--- config.mk ---
export PLATFORM = sky130hd
export DESIGN_NAME = regfile_scoreboard
export DESIGN_NICKNAME = d
export VERILOG_FILES = /design/src/rtl/regfile_scoreboard.sv
export SDC_FILE = /design/constraint.sdc
export NUM_CORES = 2
export LEC_CHECK = 0
export ABC_CLOCK_PERIOD_IN_PS = 3050
export CELL_PAD_IN_SITES_DETAIL_PLACEMENT = 1
export CELL_PAD_IN_SITES_GLOBAL_PLACEMENT = 1
export CORE_ASPECT_RATIO = 1.75
export CORE_MARGIN = 2
export CORE_UTILIZATION = 45
export CTS_BUF_LIST = sky130_fd_sc_hd__clkbuf_16
export CTS_CLUSTER_SIZE = 30
export DETAILED_ROUTE_END_ITERATION = 8
export PLACE_DENSITY_LB_ADDON = 0.12
export SLEW_MARGIN = 0
export SYNTH_ARGS = -nofsm -noshare
export SYNTH_HDL_FRONTEND = slang
export SYNTH_SLANG_ARGS = --single-unit
--- constraint.sdc ---
create_clock -name clk -period 3.05 [get_ports clk]
set_clock_uncertainty 0.05 [all_clocks]
set_input_delay 0.61 -clock clk [delete_from_list [all_inputs] [get_ports clk]]
set_output_delay 0.61 -clock clk [all_outputs]
set_load 0.02 [all_outputs]
--- src/rtl/regfile_scoreboard.sv ---
// Integer register file with a per-register busy scoreboard.
// Issue stalls on RAW/WAW hazards; a same-cycle writeback resolves them and is bypassed.
module regfile_scoreboard #(
  parameter int XLEN = 32,
  parameter int NREG = 32,
  parameter int AW   = 5
) (
  input  logic            clk,
  input  logic            rstn,
  input  logic            issue_valid,
  output logic            issue_ready,
  input  logic [AW-1:0]   issue_rs1,
  input  logic [AW-1:0]   issue_rs2,
  input  logic [AW-1:0]   issue_rd,
  input  logic            issue_wr,
  output logic [XLEN-1:0] rs1_v,
  output logic [XLEN-1:0] rs2_v,
  output logic            op_valid,
  input  logic            wb_valid,
  input  logic [AW-1:0]   wb_rd,
  input  logic [XLEN-1:0] wb_data,
  output logic [NREG-1:0] busy_vec
);

  logic [XLEN-1:0] r_regs [NREG];
  logic [NREG-1:0] r_busy;
  logic [XLEN-1:0] r_rs1_v;
  logic [XLEN-1:0] r_rs2_v;
  logic            r_op_valid;

  logic            w_hazard;
  logic            w_accept;
  logic            w_wb_en;
  logic            w_set_en;
  logic [XLEN-1:0] w_rs1_val;
  logic [XLEN-1:0] w_rs2_val;
  logic [NREG-1:0] w_busy_nxt;

  // A register is only effectively busy if no writeback for it lands this cycle.
  function automatic logic f_eff_busy(input logic [NREG-1:0] busy, input logic [AW-1:0] a,
                                      input logic wbv, input logic [AW-1:0] wbrd);
    return busy[a] & ~(wbv & (wbrd == a));
  endfunction

  // Hazard detection, operand selection with writeback bypass, and next busy state.
  always_comb begin
    w_hazard = issue_valid & (f_eff_busy(r_busy, issue_rs1, wb_valid, wb_rd) |
                              f_eff_busy(r_busy, issue_rs2, wb_valid, wb_rd) |
                              (issue_wr & f_eff_busy(r_busy, issue_rd, wb_valid, wb_rd)));
    w_accept = issue_valid & ~w_hazard;
    w_wb_en  = wb_valid & (wb_rd != {AW{1'b0}});
    w_set_en = w_accept & issue_wr & (issue_rd != {AW{1'b0}});

    if (issue_rs1 == {AW{1'b0}}) begin
      w_rs1_val = {XLEN{1'b0}};
    end else if (wb_valid && (wb_rd == issue_rs1)) begin
      w_rs1_val = wb_data;
    end else begin
      w_rs1_val = r_regs[issue_rs1];
    end

    if (issue_rs2 == {AW{1'b0}}) begin
      w_rs2_val = {XLEN{1'b0}};
    end else if (wb_valid && (wb_rd == issue_rs2)) begin
      w_rs2_val = wb_data;
    end else begin
      w_rs2_val = r_regs[issue_rs2];
    end

    // An accepted issue setting busy[rd] wins over a writeback clearing it.
    w_busy_nxt    = {NREG{1'b0}};
    w_busy_nxt[0] = 1'b0;
    for (int i = 1; i < NREG; i++) begin
      w_busy_nxt[i] = (w_set_en & (issue_rd == AW'(i))) |
                      (r_busy[i] & ~(w_wb_en & (wb_rd == AW'(i))));
    end
  end

  // Register array, scoreboard and registered operand outputs.
  always_ff @(posedge clk or negedge rstn) begin
    if (!rstn) begin
      for (int i = 0; i < NREG; i++) begin
        r_regs[i] <= {XLEN{1'b0}};
      end
      r_busy     <= {NREG{1'b0}};
      r_rs1_v    <= {XLEN{1'b0}};
      r_rs2_v    <= {XLEN{1'b0}};
      r_op_valid <= 1'b0;
    end else begin
      if (w_wb_en) begin
        r_regs[wb_rd] <= wb_data;
      end
      r_busy     <= w_busy_nxt;
      r_op_valid <= w_accept;
      if (w_accept) begin
        r_rs1_v <= w_rs1_val;
        r_rs2_v <= w_rs2_val;
      end
    end
  end

  assign issue_ready = ~w_hazard;
  assign rs1_v       = r_rs1_v;
  assign rs2_v       = r_rs2_v;
  assign op_valid    = r_op_valid;
  assign busy_vec    = r_busy;

endmodule

# [Word-level counts from Yosys, hierarchy flattened]
# Cells that the tools add are included.
# W data, S select, Z words.
[op_classes] n_mux=19 bitwise=176 eq_ne=65 order_cmp=7 n_reduce_logical=7
[ops] operator="$bwmux W1024" count=1
[ops] operator="$bmux W32 S5" count=2
[ops] operator="$mux W32" count=9
[ops] operator="$demux W32 S5" count=1
[ops] operator="$eq A5 B5 Y1 const B" count=32
[ops] operator="$and A1 B1 Y1" count=105
[ops] operator="$eq A5 B4 Y1 const B" count=16
[ops] operator="$eq A5 B3 Y1 const B" count=8
[ops] operator="$not A1 Y1" count=35
[ops] operator="$or A1 B1 Y1" count=33
[ops] operator="$eq A5 B2 Y1 const B" count=4
[ops] operator="$ge A6 B6 Y1 const B" count=3
[ops] operator="$lt A5 B6 Y1 const B" count=3
[ops] operator="$not A5 Y6" count=3
[ops] operator="$bmux W1 S5" count=3
[ops] operator="$eq A5 B5 Y1" count=3
[ops] operator="$eq A5 B1 Y1 const B" count=2
[ops] operator="$logic_not A5 Y1" count=2
[ops] operator="$reduce_bool A5 Y1" count=2
[ops] operator="$lt A6 B1 Y1 const B" count=1
[ops] operator="$logic_and A1 B1 Y1" count=3
[ops] operator="$mux W1" count=3
[word_totals] input_bits=57 elab_cells=310 regBits=1120 output_inout_bits=98

# [Longest topological paths before layout]
[depth] depth_word=13 ltp_mapped=11 ltp_nobuf=6

# [Worst setup path after synthesis]
# OpenSTA, ideal clock, no wires.
[synth_path] kind="input -> register" startpoint="input port issue_rs1[0]" endpoint="register r_rs1_v[15] (netlist: rs1_v[15])" cell_stages=7 n_path_buf=2 t_arrival_ns=2.964 setup_time_ns=0.128 required_ns=2.872 path_slack_ns=-0.092 path_cell_list="buf_2 -> buf_1 -> mux4_2 -> mux4_2 -> nor2b_1 -> a221o_1 -> mux2_1"
[synth_between] elab_chain_len=9 elab_cells_between_ends=19 classes_between="1 x eq/ne; 7 x mux; 9 x bitwise; 2 x reduce/logical"
[synth_lines] element="start, declared" line="12" text="input logic [AW-1:0] issue_rs1,"
[synth_lines] element="branches (longest 9 deep; another with $bmux W1 S5)"
[synth_lines] element="end signal, assigned" line="86" text="r_rs1_v <= {XLEN{1'b0}};"
[synth_lines] element="end signal, assigned" line="96" text="r_rs1_v <= w_rs1_val;"
[synth_lines] element="end, declared" line="27" text="logic [XLEN-1:0] r_rs1_v;"
# Parallel ways; which one is timed is not known. The select of a mux whose other input is x is not followed.
# A chain may end at the register's enable or synchronous reset.

# [Worst setup path after layout]
[layout_path] startpoint="register r_busy[30] (netlist: busy_vec[30])" endpoint="output port issue_ready"
[layout_between] elab_chain_len=7 elab_cells_between_ends=14 classes_between="6 x mux; 8 x bitwise"
[layout_lines] element="start, declared" line="26" text="logic [NREG-1:0] r_busy;"
[layout_lines] element="start signal, assigned" line="85" text="r_busy <= {NREG{1'b0}};"
[layout_lines] element="start signal, assigned" line="93" text="r_busy <= w_busy_nxt;"
[layout_lines] element="$bmux W1 S5" line="42" text="return busy[a] & ~(wbv & (wbrd == a));"
[layout_lines] element="$mux W1 (implied by the code)" line="42"
[layout_lines] element="$and A1 B1 Y1" line="42"
[layout_lines] element="$or A1 B1 Y1 / $and A1 B1 Y1 (equally long branches)" line="47, 49"
[layout_lines] element="$or A1 B1 Y1 (*)" line="48" text="f_eff_busy(r_busy, issue_rs2, wb_valid, wb_rd) |"
[layout_lines] element="$and A1 B1 Y1 (*)" line="47" text="w_hazard = issue_valid & (f_eff_busy(r_busy, issue_rs1, wb_valid, wb_rd) |"
[layout_lines] element="$not A1 Y1 (*)" line="102" text="assign issue_ready = ~w_hazard;"
[layout_lines] element="end, declared" line="11" text="output logic issue_ready,"
# Every way passes the cells marked *; elsewhere a longest branch is shown, timed or not. The select of a mux whose other input is x is not followed.

==> metrics.md <==
| Metric | Value |
|---|---|
| VDD IR-drop max | `0.569 mV` |
| IO Port Bufs | `~150` |
| Routed via count | `roughly 38,000` |
| Synth Register Bits | `1,120` |
| CP startpoint | `busy_vec[30]` |
| Worst r2r src | `busy_vec[3]` |
| Syn_nets | `3,821` |
| P&R area growth vs syn | `18.3%` |
| Core region area | `131,000 sq um` |
| Worst path required time | `2.39 ns` |
| Crit. End Element | `primary output` |
| Critical path arrival | `2.75 ns` |
| Tmin final | `3.41 ns` |
| HPWL Detailed | `~140 mm` |
| Max-Cap Viols | `0` |
| Hold Fails Final Rpt | `0` |
| Routed len/inst | `37.3 um` |
| Synth Instances | `around 3,800` |
| Antenna violations before repair | `19` |
| DRT iter0 DRCs | `3,071` |
| Pre-antenna DRT Iters | `6` |
| Die Wd | `278 um` |
| TNS Setup | `-0.359 ns` |
| Fin. max-slew vios | `0` |
| Syn avg cell area | `between 15 and 20 sq um` |
| CTS tree | `yes` |
| Row cnt | `176` |
| Final setup vio count | `1` |
| Max Freq | `293 MHz` |
| LEAKAGE | `0.0301 uW` |
| Fin crit share | `112%` |
| Worst-Margin Slew | `1.20 ns` |
| First-pass GRT wire length | `317 mm` |
| CP max FO | `5` |
| CTS Buf Count | `107` |
| Share of cells above drive strength 1 | `~57%` |
| CTS clk-pin slew, worst paths | `0.06 ns` |
| Post-route ant nets | `0` |
| Power per Cell Area | `640 nW/um^2` |
| Total I/O pin count | `155` |
| Synth Flop Type | `dfrtp_1` |
| Status | `complete, but fails checks` |
| Clock Sinks | `1,120` |
| Synth area leader | `dfrtp_1` |
| Failing checks | `setup timing` |
| Skew-Pair Late Insertion Delay | `0.73 ns` |
| Worst Hold Class | `reg2reg` |
| Initial Util | `45.2%` |
| Seq/Total Area, Yosys | `47.3%` |
| Hold path start | `r_regs[995]` |
| Vias per cell | `approximately 6.6` |
| Synth warnings | `0` |
| Synthesized area | `slightly below 60,000 sq um` |
| Die ar. | `135,000 sq um` |
| CTS root buffer | `clkbuf_16` |
| Setup CP Type | `reg2out` |
| H-tree depth | `3` |
| Synth top area share | `47.3%` |
| CTS max path bufs | `3` |
| Total Power | `44,900 uW` |
| Routability-driven placement congestion ratio | `between 0.8 and 0.9` |
| Largest net degree at the start of global routing | `98` |
| Nets | `4,103` |
| DRT Wirelength | `217 mm` |
| Grt total ovfl | `0` |
| Largest cells by area after synthesis | `dfrtp_1 (47%), mux4_2 (23%), mux2_2 (20%)` |
| Post-synth cell types | `between 50 and 60` |
| Die Span Y | `484 um` |
| Filler cells | `12,000` |
| Number of flops mapped to enable cells by yosys | `0` |
| DP Cell Count | `5,621` |
| Place WS | `-1.05 ns` |
| Crit start category | `flip-flop` |
| Post-Layout Cell Count | `5,835` |
| Setup ws final | `-0.359 ns` |
| Vias in the first global route | `43,500` |
| GRT Overall Usage | `32.8%` |
| Worst hold slack | `0.347 ns` |
| RSZ-0062 raised after global routing | `true` |
| Remaining DRCs | `0` |
| Ys async rst share | `100%` |
| Worst slew margin | `19.6%` |
-- kinds of logic (layout without fill, tap and decap cells) --
group / count (synthesis) / in the layout / share of synthesized area, %
buf+inv: 437 / 809 / 3.02
simple gates: 232 / 232 / 2.08
compound gates: 217 / 217 / 2.84
flops: 1120 / 1120 / 47.3
mux: 1742 / 1742 / 44.5
xor+xnor: 15 / 15 / 0.222
other cells: 1 / 9 / 0.00633
-- metrics by stage --
stage	cell area (sq um)	util, %
floorplan	59300	-
global placement	66600	50.8
detailed placement	66600	50.8
CTS	70100	53.5
global route	70100	53.5
finish	70100	53.5
-- worst max-delay path: stages, from the launching register on --
cell,delay (ns)
dfrtp_2,0.45
mux4_2,0.49
mux4_2,0.49
nand2b_4,0.16
o211ai_4,0.09
nand3_2,0.12
nand2_2,0.09
buf_6,0.12
-- power by group --
group	internal, uW	total [uW]	leakage (uW)	switching, uW
clock	7300	13500	0.00173	6190
sequential	17800	20200	0.0144	2410
combinational	6580	11100	0.0141	4560
-- cells in the final DEF (no fill, tap or decap), types with 9 or more instances in the layout --
cell             Yosys  routed
mux2i_1             75      75
a21oi_1             28      27
xnor2_1             11      11
bufinv_16            0       9
a221o_1             57      57
clkinvlp_4           0       9
nor2_4               0      17
mux2_2            1043    1043
inv_1                5      20
clkdlybuf4s50_1      0     142
clkinv_2             0      23
nand2_4              0      15
nand2_1             53      37
buf_4                8     310
a211oi_1            56      56
o31ai_1             11      11
dfrtp_2              0      11
clkbuf_16            0     110
o21ai_0             31      30
clkinv_1             1      27
nor2b_1             85      85
mux4_2             608     608
nor2_1              41      24
mux2_4               9       9
buf_12               0     140
dfrtp_1           1120    1109
-- layout make-up --
cell class,count,area (sq um),area share (%)
inverter,7,26.3,0.0375
sequential,1120,28000,40.0
clock inverter,89,676,0.964
tap,1691,2120,3.02
clock buffer,110,2750,3.93
timing repair buffer,603,6690,9.55
multi-input combinational,2207,29800,42.5
antenna,8,20.0,0.0286
-- worst paths after layout --
kind | endpoint | slack, ns | cells past startpoint
setup / recovery | issue_ready | -0.36 | 7
hold / removal | r_regs[995] | 0.35 | 0
setup reg to reg | rs2_v[26] | 0.14 | 8
hold reg to reg | r_regs[995] | 0.35 | 0
max in group asynchronous | r_regs[527] | 1.46 | 3
min in group asynchronous | r_regs[734] | 0.44 | 2
-- cell usage after synthesis, drive strengths merged, types with 2 or more instances --
cell        n
dfrtp    1120
or2         3
a221o      57
nor3b       5
or3         2
xnor2      11
nand3       9
nor3       10
o31ai      11
nor2       41
o2111ai     2
nor2b      85
o21ai      32
mux2     1059
mux4      608
o211ai      4
or3b        3
nand4       6
o22ai       8
a21oi      28
mux2i      75
a31oi       4
nor4        2
inv         6
nand2      53
nand2b      4
clkbuf    278
buf       152
nand3b      5
o41ai       7
a211oi     56
xor2        4
a2111oi     5
-- routing by layer --
layer / up-vias / global-route usage (%) / routed length (um)
li1: 15200 / - / -
met1: 21300 / 40.0 / 82000
met2: 1411 / 57.0 / 113000
met3: 509 / 4.65 / 10900
met4: 10 / 15.8 / 11600
met5: - / 0 / 70
-- sequential cells by signal (all words and copies together), names as in the netlist --
| name | count |
|---|---|
| r_regs | 1024 |
| rs1_v | 32 |
| rs2_v | 32 |
| busy_vec | 31 |
| op_valid | 1 |
-- what timing repair did --
item / 4_1_cts / 5_1_grt
hold buffers: 1 / 0
pin swaps: 3 / 0
endpoints found under the hold margin: 51 / 0
gates resized for setup: 21 / 3
buffers inserted: 4 / 2
setup endpoints to repair: 1 / 1
(Power assumes the default switching activity.)
